File: src/rtl/tff_down_timer.sv
`default_nettype none
// +------------------------------------------------------------------------+
// | Module   : tff_down_timer                                              |
// | Purpose  : N-bit down-counter/timer built from a chain of T flip-flops.|
// |            Loads a preset, decrements while enabled, flags terminal    |
// |            count with a one-cycle pulse and can auto-reload.           |
// | Ports    : clk         - rising-edge clock                             |
// |            rst_n       - asynchronous active-low reset                 |
// |            load        - synchronous load strobe (highest priority)    |
// |            load_val    - preset value captured on load                 |
// |            en          - count enable, one decrement per clock         |
// |            auto_reload - restart from preset after terminal count      |
// |            count       - current value, one TFF per bit                |
// |            zero        - combinational (count == 0)                    |
// |            tc_pulse    - registered one-cycle pulse on the 1 -> 0 step |
// |            busy        - high while the timer is running               |
// |            hex0        - active-low 7-seg decode of count[3:0],        |
// |                          {g,f,e,d,c,b,a}; present only when the macro  |
// |                          TFF_DOWN_TIMER_HEX_EN is defined              |
// | Revision : 1.0 - initial release                                       |
// +------------------------------------------------------------------------+
module tff_down_timer #(
   parameter int WIDTH = 10
) (
   input  logic             clk,
   input  logic             rst_n,
   input  logic             load,
   input  logic [WIDTH-1:0] load_val,
   input  logic             en,
   input  logic             auto_reload,
   output logic [WIDTH-1:0] count,
   output logic             zero,
   output logic             tc_pulse,
   output logic             busy
`ifdef TFF_DOWN_TIMER_HEX_EN
   ,
   output logic [6:0]       hex0
`endif
);

   typedef enum logic [0:0] {
      IDLE = 1'b0,
      RUN  = 1'b1
   } state_t;

   localparam logic [WIDTH-1:0] C_ONE = WIDTH'(1);

   state_t           r_state;
   state_t           w_state_next;
   logic [WIDTH-1:0] r_q;
   logic [WIDTH-1:0] r_reload;
   logic             r_tc;
   logic [WIDTH-1:0] w_low_zero;   // w_low_zero[i] = (q[i-1:0] == 0)
   logic [WIDTH-1:0] w_t;
   logic             w_dec;
   logic             w_reload_now;
   logic             w_is_zero;
   logic             w_is_one;

   assign w_is_zero    = (r_q == '0);
   assign w_is_one     = (r_q == C_ONE);
   assign w_dec        = (r_state == RUN) & en & ~load & ~w_is_zero;
   // Sitting at zero in RUN only happens after an auto-reload terminal count.
   assign w_reload_now = (r_state == RUN) & en & ~load & w_is_zero;

   assign w_low_zero[0] = 1'b1;

   generate
      for (genvar i = 0; i < WIDTH; i++) begin : g_tff
         if (i > 0) begin : g_chain
            assign w_low_zero[i] = w_low_zero[i-1] & ~r_q[i-1];
         end
         // A bit toggles on a decrement when every lower bit is zero (borrow).
         assign w_t[i] = w_dec & w_low_zero[i];

         always_ff @(posedge clk or negedge rst_n) begin
            if (!rst_n) begin
               r_q[i] <= 1'b0;
            end else if (load) begin
               r_q[i] <= load_val[i];
            end else if (w_reload_now) begin
               r_q[i] <= r_reload[i];
            end else if (w_t[i]) begin
               r_q[i] <= ~r_q[i];
            end
         end
      end
   endgenerate

   always_ff @(posedge clk or negedge rst_n) begin
      if (!rst_n) begin
         r_state  <= IDLE;
         r_reload <= '0;
         r_tc     <= 1'b0;
      end else begin
         r_state <= w_state_next;
         r_tc    <= w_dec & w_is_one;
         if (load) begin
            r_reload <= load_val;
         end
      end
   end

   always_comb begin
      w_state_next = r_state;
      if (load) begin
         w_state_next = (load_val != '0) ? RUN : IDLE;
      end else if ((r_state == RUN) && en && w_is_one) begin
         // auto_reload is only looked at on the 1 -> 0 step
         w_state_next = auto_reload ? RUN : IDLE;
      end
   end

   assign count    = r_q;
   assign zero     = w_is_zero;
   assign tc_pulse = r_tc;
   assign busy     = (r_state == RUN);

`ifdef TFF_DOWN_TIMER_HEX_EN
   always_comb begin
      hex0 = 7'b1111111;
      case (r_q[3:0])
         4'h0: hex0 = 7'b1000000;
         4'h1: hex0 = 7'b1111001;
         4'h2: hex0 = 7'b0100100;
         4'h3: hex0 = 7'b0110000;
         4'h4: hex0 = 7'b0011001;
         4'h5: hex0 = 7'b0010010;
         4'h6: hex0 = 7'b0000010;
         4'h7: hex0 = 7'b1111000;
         4'h8: hex0 = 7'b0000000;
         4'h9: hex0 = 7'b0010000;
         4'hA: hex0 = 7'b0001000;
         4'hB: hex0 = 7'b0000011;
         4'hC: hex0 = 7'b1000110;
         4'hD: hex0 = 7'b0100001;
         4'hE: hex0 = 7'b0000110;
         4'hF: hex0 = 7'b0001110;
         default: hex0 = 7'b1111111;
      endcase
   end
`endif

endmodule
`default_nettype wire

File: config.mk
export PLATFORM = sky130hd
export DESIGN_NAME = tff_down_timer
export DESIGN_NICKNAME = d
export VERILOG_FILES = /design/src/rtl/tff_down_timer.sv
export SDC_FILE = /design/constraint.sdc
export NUM_CORES = 1
export LEC_CHECK = 0
export CORE_MARGIN = 2
export CORE_UTILIZATION = 54
export CTS_BUF_LIST = sky130_fd_sc_hd__clkbuf_8
export CTS_CLUSTER_SIZE = 20
export DETAILED_ROUTE_END_ITERATION = 16
export PLACE_DENSITY = 0.9
export SLEW_MARGIN = 40
export SYNTH_ARGS = -nofsm -noshare
export SYNTH_HDL_FRONTEND = slang
export SYNTH_SLANG_ARGS = --single-unit
File: constraint.sdc
create_clock -name clk -period 4.2 [get_ports clk]
set_input_delay 0.84 -clock clk [delete_from_list [all_inputs] [get_ports clk]]
set_output_delay 0.84 -clock clk [all_outputs]
set_load 0.1 [all_outputs]
==> results of run 1 <==
==> state kept, by name, indices dropped and copies added (netlist names) <==
| signal | flops |
|---|---|
| busy | 1 |
| r_reload | 10 |
| count | 10 |
| tc_pulse | 1 |
==> cell type report <==
type,instances,share of cell area
Clock buffer,4,0.0396
Inverter,7,0.0189
Multi-Input combinational cell,76,0.369
Sequential cell,22,0.396
Tap cell,27,0.0243
Timing Repair Buffer,28,0.151
==> logic make-up after synthesis <==
group,Yosys count
AO/OA/AOI/OAI,29
AND/OR/NAND/NOR,39
flip-flops,22
buffers and inverters,11
XOR/XNOR,1
multiplexers,7
==> metrics by stage <==
stage,hold slack [ns],total power [mW],instances,cell area (µm²)
5_1_grt,0.520,0.586,164,1390
6_report,0.500,0.560,164,1390
3_5_place_dp,0.485,0.414,160,1330
2_1_floorplan,0.444,0.372,109,1110
4_1_cts,0.504,0.563,164,1390
3_3_place_gp,0.472,0.422,160,1400
==> metal layers <==
layer | up-vias | GRT usage | wire, µm
met5 | - | 0 | 0
met4 | 0 | 0.111 | 55
met3 | 6 | 0.0399 | 135
met2 | 40 | 0.383 | 1150
met1 | 464 | 0.307 | 1090
li1 | 457 | - | -
==> path summary, 6_finish.rpt <==
kind	from	endpoint	slack [ns]
max in group asynchronous	rst_n	r_reload[6]$_DFFE_PN0P_	3.35
setup / recovery	count[3]$_DFFE_PN0P_	zero	1.62
setup reg to reg	count[0]$_DFFE_PN0P_	count[8]$_DFFE_PN0P_	2.44
hold / removal	r_reload[9]$_DFFE_PN0P_	r_reload[9]$_DFFE_PN0P_	0.50
hold reg to reg	r_reload[9]$_DFFE_PN0P_	r_reload[9]$_DFFE_PN0P_	0.50
min in group asynchronous	rst_n	tc_pulse$_DFF_PN0_	0.52
==> synthesized netlist by cell type, types with 2 or more instances <==
cell type | n | area [µm²]
a21oi_1 | 5 | 25.0
a2bb2oi_1 | 3 | 26.3
clkbuf_1 | 3 | 11.3
dfrtp_1 | 22 | 551
inv_1 | 7 | 26.3
mux2_2 | 6 | 67.6
nand2_1 | 12 | 45.0
nand3_1 | 3 | 15.0
nor2_1 | 8 | 30.0
nor3_1 | 3 | 15.0
nor4_1 | 2 | 12.5
o211ai_1 | 2 | 15.0
o21ai_0 | 4 | 20.0
o311ai_0 | 3 | 26.3
o31ai_1 | 2 | 15.0
o32ai_1 | 2 | 17.5
or4_1 | 2 | 15.0
==> worst min-delay path: stages, from the launching register on <==
cell and delay, ns:
dfrtp_1 0.33, nand2_1 0.07, nand2_1 0.07
==> power groups by stage <==
stage / combinational [mW] / clock, mW / sequential (mW)
after floorplan: 0.0430 / 0 / 0.329
after global placement: 0.167 / 0 / 0.255
after detailed placement: 0.158 / 0 / 0.256
after CTS: 0.159 / 0.152 / 0.252
after global routing: 0.169 / 0.162 / 0.255
final: 0.159 / 0.150 / 0.252
==> impl_metrics.csv, run 1 <==
group,metric,value,unit
timing,rsz0062_at_grt,"false",
critical_path,path_depth,4,
timing,setup_ws,1.62,ns
critical_path,cp.arrival,1.74,ns
timing,worst_pin_slew,0.479,ns
place,place_hpwl,1.78,mm
timing,finClkSkew,0.00581,ns
clock_network,cts_max_level,1,
synth,yosys.area_share.simple,0.199,
cells_and_area,num-fill-cells,160,
cells_and_area,drive_gt1_frac,0.226,
clock_network,clk_latency,0.26,ns
critical_path,crit_family,"simple AND/OR/NAND/NOR gates",
worst_hold_path,whs_path_depth,2,
grt,grt_max_degree,26,
cells_and_area,final_core_utilization,0.708,
synth,muxShareOfSynthArea,0.0697,
timing,tns,0,ns
synth,synth_top_family_by_area,"simple AND/OR/NAND/NOR gates",
place,io_buffers,27,
cells_and_area,antenna_cells,0,
power,irDropWorstVdd,262,µV
die,ios,28,
synth,yosysUniqueCellTypes,37,
routing,drcViolationCount,0,
clock_network,cts_buffers,3,
power,p_clk_frac,0.267,
timing,final.period_utilization,0.615,
critical_path,critPathKind,"register to output port",
cells_and_area,syn_to_final_growth,24.9,%
die,fp.dieW,49.4,µm
routing,wl_per_cell,14.8,µm
timing,maxSlewHeadroom,0.680,
clock_network,root_buffer,"clkbuf_8",
clock_network,hold_buffers,0,
critical_path,path_buf_inv,1,
power,combPwrFrac,0.283,
run_status,status,"completed",
critical_path,cp.required,3.36,ns
grt,grt.total_usage,0.236,
synth,synth_enable_flop_cells,0,
routing,drt_first_pass_iters,4,
timing,slew_viol_final,0,
clock_network,cts.path.max_buffers,2,
synth,yosysSeqAreaShare,0.495,
synth,syn_nets,124,
power,seqPwrFrac,0.450,
critical_path,end_kind,"output port",
timing,hold_violations,0,
place,place_ws,1.55,ns
cells_and_area,multi_input_area,513,µm²
timing,setup-violations-final,0,
timing,fmax,387,MHz
synth,async_flop_share,1.00,
clock_network,cts_resized,0,
routing,via_per_inst,5.90,
clock_network,clkSinkCount,22,
die,rows,16,
synth,syn_avg_cell_area,10.2,µm²
timing,layout_min_cycle_time,2.58,ns
synth,synth_flop_cell,"dfrtp_1",
critical_path,crit_path_max_fanout,7,
synth,synth_xor_area_frac,0.00787,
clock_network,cts_setup_buffers,0,
grt,grt_pass1_vias,913,
synth,synth-compound-area-share,0.184,
routing,drtIter0Drc,28,
critical_path,worstRegToRegCells,4,
die,initial_core_util,0.567,
critical_path,path_cells,"nor3_4 > nand3_1 > nor2_1 > buf_4",
critical_path,slowest_stage,"dfrtp_1",
cells_and_area,final_common_cell,"dfrtp_1",
grt,grt_pass1_wl,4.31,mm
synth,syn_area,0.00111,mm²
cells_and_area,fin_nets,153,
grt,grt_overflow,0,
power,p_sw,0.204,mW
place,gp_congestion,0.877,
die,die_h,49.4,µm
power,switching_share,0.364,
worst_hold_path,min_path_type,"register to register",
synth,synth-warning-count,0,
critical_path,cp-start-kind,"register",
synth,ys_ff_latch,22,
cells_and_area,final_cell_mix,"dfrtp_1 (22), clkdlybuf4s50_1 (13), buf_2 (13)",
cells_and_area,seqCellArea,551,µm²
synth,postSynthCellCount,109,
routing,vias,967,
routing,drtAntennaViolNets,0,
power,p_leak,0.602,nW
routing,wl,2.43,mm
synth,synth_adder_area_share,0,
power,powerDensity,403,mW/mm²
critical_path,max_stage_delay,0.44,ns
clock_network,cts_tree,"built",
grt,antenna_found_initial,0,
die,dieArea,0.00244,mm²
job,drv_cap,0,
clock_network,clk_pin_slew,0.08,ns
die,core_area,0.00196,mm²
power,p_int,0.356,mW
No activity file was read; power rests on OpenSTA's default activity.
==> run 2, diff against run 1 <==
--- a/config.mk
+++ b/config.mk
@@ -6,11 +6,11 @@
 export NUM_CORES = 1
 export LEC_CHECK = 0
 export CORE_MARGIN = 2
-export CORE_UTILIZATION = 54
+export CORE_UTILIZATION = 50
 export CTS_BUF_LIST = sky130_fd_sc_hd__clkbuf_8
 export CTS_CLUSTER_SIZE = 20
 export DETAILED_ROUTE_END_ITERATION = 16
-export PLACE_DENSITY = 0.9
+export PLACE_DENSITY = 0.84
 export SLEW_MARGIN = 40
 export SYNTH_ARGS = -nofsm -noshare
 export SYNTH_HDL_FRONTEND = slang
==> constraint.sdc (replaced) <==
create_clock -name clk -period 2.6 [get_ports clk]
set_input_delay 0.52 -clock clk [delete_from_list [all_inputs] [get_ports clk]]
set_output_delay 0.52 -clock clk [all_outputs]
set_load 0.1 [all_outputs]
==> impl_metrics.csv, run 2 (same netlist as run 1, synthesis figures left out) <==
group,metric,value,unit
timing,final.period_utilization,0.879,
clock_network,cts_setup_buffers,0,
timing,setup-violations-final,0,
clock_network,clk_latency,0.27,ns
timing,worst_pin_slew,0.339,ns
timing,finClkSkew,0.00487,ns
cells_and_area,multi_input_area,520,µm²
timing,rsz0062_at_grt,"false",
die,fp.dieW,51.2,µm
run_status,status,"completed",
routing,wl,2.75,mm
critical_path,end_kind,"output port",
critical_path,cp.required,2.08,ns
grt,grt_pass1_vias,963,
die,ios,28,
job,drv_cap,0,
clock_network,clk_pin_slew,0.08,ns
place,gp_congestion,0.795,
power,p_total,1.00,mW
cells_and_area,syn_to_final_growth,33.4,%
routing,wl_per_cell,16.4,µm
critical_path,cp-start-kind,"register",
timing,hold_violations,0,
cells_and_area,fin_nets,156,
timing,slew_viol_final,0,
cells_and_area,final_common_cell,"dfrtp_1",
cells_and_area,num-fill-cells,167,
clock_network,cts_resized,0,
routing,drt_first_pass_iters,4,
die,rows,17,
critical_path,cp.arrival,1.77,ns
timing,fmax,438,MHz
clock_network,clkSinkCount,22,
clock_network,cts_buffers,3,
clock_network,cts_max_level,1,
routing,drtIter0Drc,29,
cells_and_area,antenna_cells,0,
timing,maxSlewHeadroom,0.772,
critical_path,crit_path_max_fanout,7,
grt,grt_pass1_wl,4.58,mm
place,place_hpwl,1.87,mm
grt,grt_overflow,0,
timing,layout_min_cycle_time,2.29,ns
power,p_leak,0.636,nW
routing,drtAntennaViolNets,0,
cells_and_area,final_core_utilization,0.691,
clock_network,cts_tree,"built",
timing,tns,0,ns
die,die_h,51.2,µm
cells_and_area,drive_gt1_frac,0.243,
routing,vias,1033,
die,dieArea,0.00262,mm²
grt,antenna_found_initial,0,
clock_network,hold_buffers,0,
clock_network,root_buffer,"clkbuf_8",
clock_network,cts.path.max_buffers,2,
critical_path,rrSetupSlack,0.82,ns
grt,grt_max_degree,25,
cells_and_area,final_cell_mix,"dfrtp_1 (22), buf_4 (16), clkdlybuf4s50_1 (14)",
power,irDropWorstVdd,617,µV
routing,via_per_inst,6.15,
grt,grt.total_usage,0.240,
die,core_area,0.00215,mm²
critical_path,critPathKind,"register to output port",
power,powerDensity,675,mW/mm²
cells_and_area,seqCellArea,551,µm²
place,io_buffers,27,
worst_hold_path,min_path_type,"register to register",
routing,drcViolationCount,0,
die,initial_core_util,0.518,
[run 2: path summary, 6_finish.rpt]
check	startpoint	end	cells after the start
worst max-delay path	count[3]$_DFFE_PN0P_	zero	4
worst min-delay path	r_reload[4]$_DFFE_PN0P_	r_reload[4]$_DFFE_PN0P_	1
worst max register to register	count[3]$_DFFE_PN0P_	busy$_DFFE_PN0P_	4
worst min register to register	r_reload[4]$_DFFE_PN0P_	r_reload[4]$_DFFE_PN0P_	1
max in group asynchronous	rst_n	count[9]$_DFFE_PN0P_	2
min in group asynchronous	rst_n	count[8]$_DFFE_PN0P_	2
[run 2: stage by stage]
step                      hold slack [ns]  area (µm²)  setup slack (ns)  std cells
after global placement              0.469        1410             0.560        164
after floorplan                     0.224        1120             0.129        109
after detailed placement            0.478        1410             0.545        164
final                               0.490        1480             0.314        168
after CTS                           0.497        1480             0.294        168
after global routing                0.517        1480             0.214        168
[run 2: report_power, final]
group	switching (mW)	total, mW	internal (mW)
clock	0.114	0.320	0.206
combinational	0.192	0.272	0.0808
sequential	0.0355	0.409	0.374
[run 2: metal layers]
metal	wire length (µm)	part of all wire	vias to the layer above	GRT usage
met2	1360	0.49	47	0.374
met4	106	0.039	0	0.140
met3	171	0.062	11	0.0439
met5	0	0	-	0
met1	1110	0.40	513	0.312
li1	-	-	462	-
[run 2: worst max-delay path, stage by stage (launching register included)]
cell,delay (ns)
dfrtp_1,0.45
nor3_4,0.37
nand3_1,0.30
nor2_4,0.19
buf_12,0.19
[run 2: area by class of cell]
cell class,count,area share
sequential,22,0.371
clock inverter,1,0.0202
multi-input combinational,76,0.351
tap,28,0.0236
inverter,7,0.0177
clock buffer,3,0.0278
timing repair buffer,31,0.189
==> run 3, diff against run 2 <==
--- a/config.mk
+++ b/config.mk
@@ -11,6 +11,7 @@
 export CTS_CLUSTER_SIZE = 20
 export DETAILED_ROUTE_END_ITERATION = 16
 export PLACE_DENSITY = 0.84
+export RECOVER_POWER = 100
 export SLEW_MARGIN = 40
 export SYNTH_ARGS = -nofsm -noshare
 export SYNTH_HDL_FRONTEND = slang
==> impl_metrics.csv, run 3 (same netlist as run 1, synthesis figures left out) <==
group,metric,value,unit
critical_path,end_kind,"output port",
cells_and_area,syn_to_final_growth,28.0,%
timing,slew_viol_final,0,
cells_and_area,final_core_utilization,0.663,
critical_path,critPathKind,"register to output port",
routing,drtIter0Drc,30,
clock_network,cts_tree,"built",
clock_network,cts_resized,0,
grt,grt_max_degree,25,
clock_network,clk_latency,0.26,ns
place,gp_congestion,0.795,
routing,drtAntennaViolNets,0,
timing,hold_violations,0,
cells_and_area,stdcell_count,168,
routing,drt_first_pass_iters,4,
timing,layout_min_cycle_time,2.34,ns
place,io_buffers,27,
job,drv_cap,0,
power,irDropWorstVdd,613,µV
die,dieArea,0.00262,mm²
timing,fmax,428,MHz
grt,grt_overflow,0,
timing,rsz0062_at_grt,"false",
timing,tns,0,ns
die,fp.dieW,51.2,µm
run_status,status,"completed",
cells_and_area,final_common_cell,"dfrtp_1",
timing,setup-violations-final,0,
clock_network,cts_max_level,1,
die,rows,17,
clock_network,hold_buffers,0,
clock_network,cts_setup_buffers,0,
place,place_hpwl,1.87,mm
clock_network,cts.path.max_buffers,2,
critical_path,cp-start-kind,"register",
timing,final.period_utilization,0.899,
grt,antenna_found_initial,0,
routing,wl_per_cell,16.3,µm
routing,vias,1026,
die,initial_core_util,0.518,
die,ios,28,
cells_and_area,drive_gt1_frac,0.136,
grt,grt_pass1_wl,4.58,mm
cells_and_area,antenna_cells,0,
clock_network,clkSinkCount,22,
critical_path,crit_path_max_fanout,7,
clock_network,root_buffer,"clkbuf_8",
timing,worst_pin_slew,1.17,ns
grt,grt.total_usage,0.240,
routing,drcViolationCount,0,
critical_path,cp.arrival,1.82,ns
power,p_leak,0.586,nW
clock_network,clk_pin_slew,0.08,ns
die,die_h,51.2,µm
cells_and_area,final_cell_mix,"dfrtp_1 (22), clkbuf_1 (14), nand2_1 (12), clkdlybuf4s50_1 (12), nor2_1 (8)",
critical_path,cp.required,2.08,ns
timing,finClkSkew,0.00489,ns
grt,grt_pass1_vias,963,
timing,maxSlewHeadroom,0.219,
cells_and_area,fin_nets,156,
routing,wl,2.74,mm
worst_hold_path,min_path_type,"register to register",
die,core_area,0.00215,mm²
routing,via_per_inst,6.11,
clock_network,cts_buffers,3,
power,powerDensity,690,mW/mm²
place,placed_cells,164,
[run 3: changes by cell type in the layout (fill, tap and decap cells not counted), sizes merged]
cell | previous run | this run
buf | 17 | 3
clkbuf | 3 | 17
clkdlybuf4s50 | 14 | 12
dlygate4sd3 | 0 | 2
[run 3: power breakdown]
| part | switching, mW | leakage, nW | total (mW) | internal (mW) |
|---|---|---|---|---|
| Sequential | 0.0346 | 0.259 | 0.408 | 0.374 |
| Combinational | 0.192 | 0.291 | 0.256 | 0.0639 |
| Clock | 0.112 | 0.0357 | 0.318 | 0.206 |
[run 3: final cells by class]
type	count	area, µm²
clock inverter	1	30.0
multi-input combinational	76	513
tap	28	35.0
clock buffer	3	41.3
fill	191	724
inverter	7	26.3
timing repair buffer	31	228
sequential	22	551
[run 3: critical path, stage by stage, from the launching register on]
cell	delay [ns]
dfrtp_1	0.45
nor3_4	0.38
nand3_1	0.26
nor2_1	0.25
buf_12	0.21
[run 3: worst paths after layout]
kind                       depth (start not counted)  slack [ns]                    start                       to
setup / recovery                                   4        0.26     count[3]$_DFFE_PN0P_                     zero
hold / removal                                     1        0.49  r_reload[4]$_DFFE_PN0P_  r_reload[4]$_DFFE_PN0P_
setup reg to reg                                   4        0.86     count[3]$_DFFE_PN0P_         busy$_DFFE_PN0P_
hold reg to reg                                    1        0.49  r_reload[4]$_DFFE_PN0P_  r_reload[4]$_DFFE_PN0P_
max in group asynchronous                          2        0.90                    rst_n     count[9]$_DFFE_PN0P_
min in group asynchronous                          2        1.01                    rst_n     count[8]$_DFFE_PN0P_
[run 3: layer usage]
metal | share of wire | global-route usage | routed length [µm] | up-vias
met1 | 0.40 | 0.312 | 1110 | 508
li1 | - | - | - | 462
met2 | 0.49 | 0.374 | 1350 | 45
met4 | 0.039 | 0.140 | 106 | 0
met3 | 0.065 | 0.0439 | 179 | 11
met5 | 0 | 0 | 0 | -
[run 3: per-stage QoR]
| stage | total power, mW | worst slack, ns | hold slack (ns) | area [µm²] |
|---|---|---|---|---|
| 2_1_floorplan | 0.602 | 0.129 | 0.224 | 1120 |
| 3_3_place_gp | 0.682 | 0.560 | 0.469 | 1410 |
| 3_5_place_dp | 0.686 | 0.545 | 0.478 | 1410 |
| 4_1_cts | 1.00 | 0.294 | 0.497 | 1480 |
| 5_1_grt | 1.02 | 0.169 | 0.517 | 1420 |
| 6_report | 0.982 | 0.261 | 0.490 | 1420 |
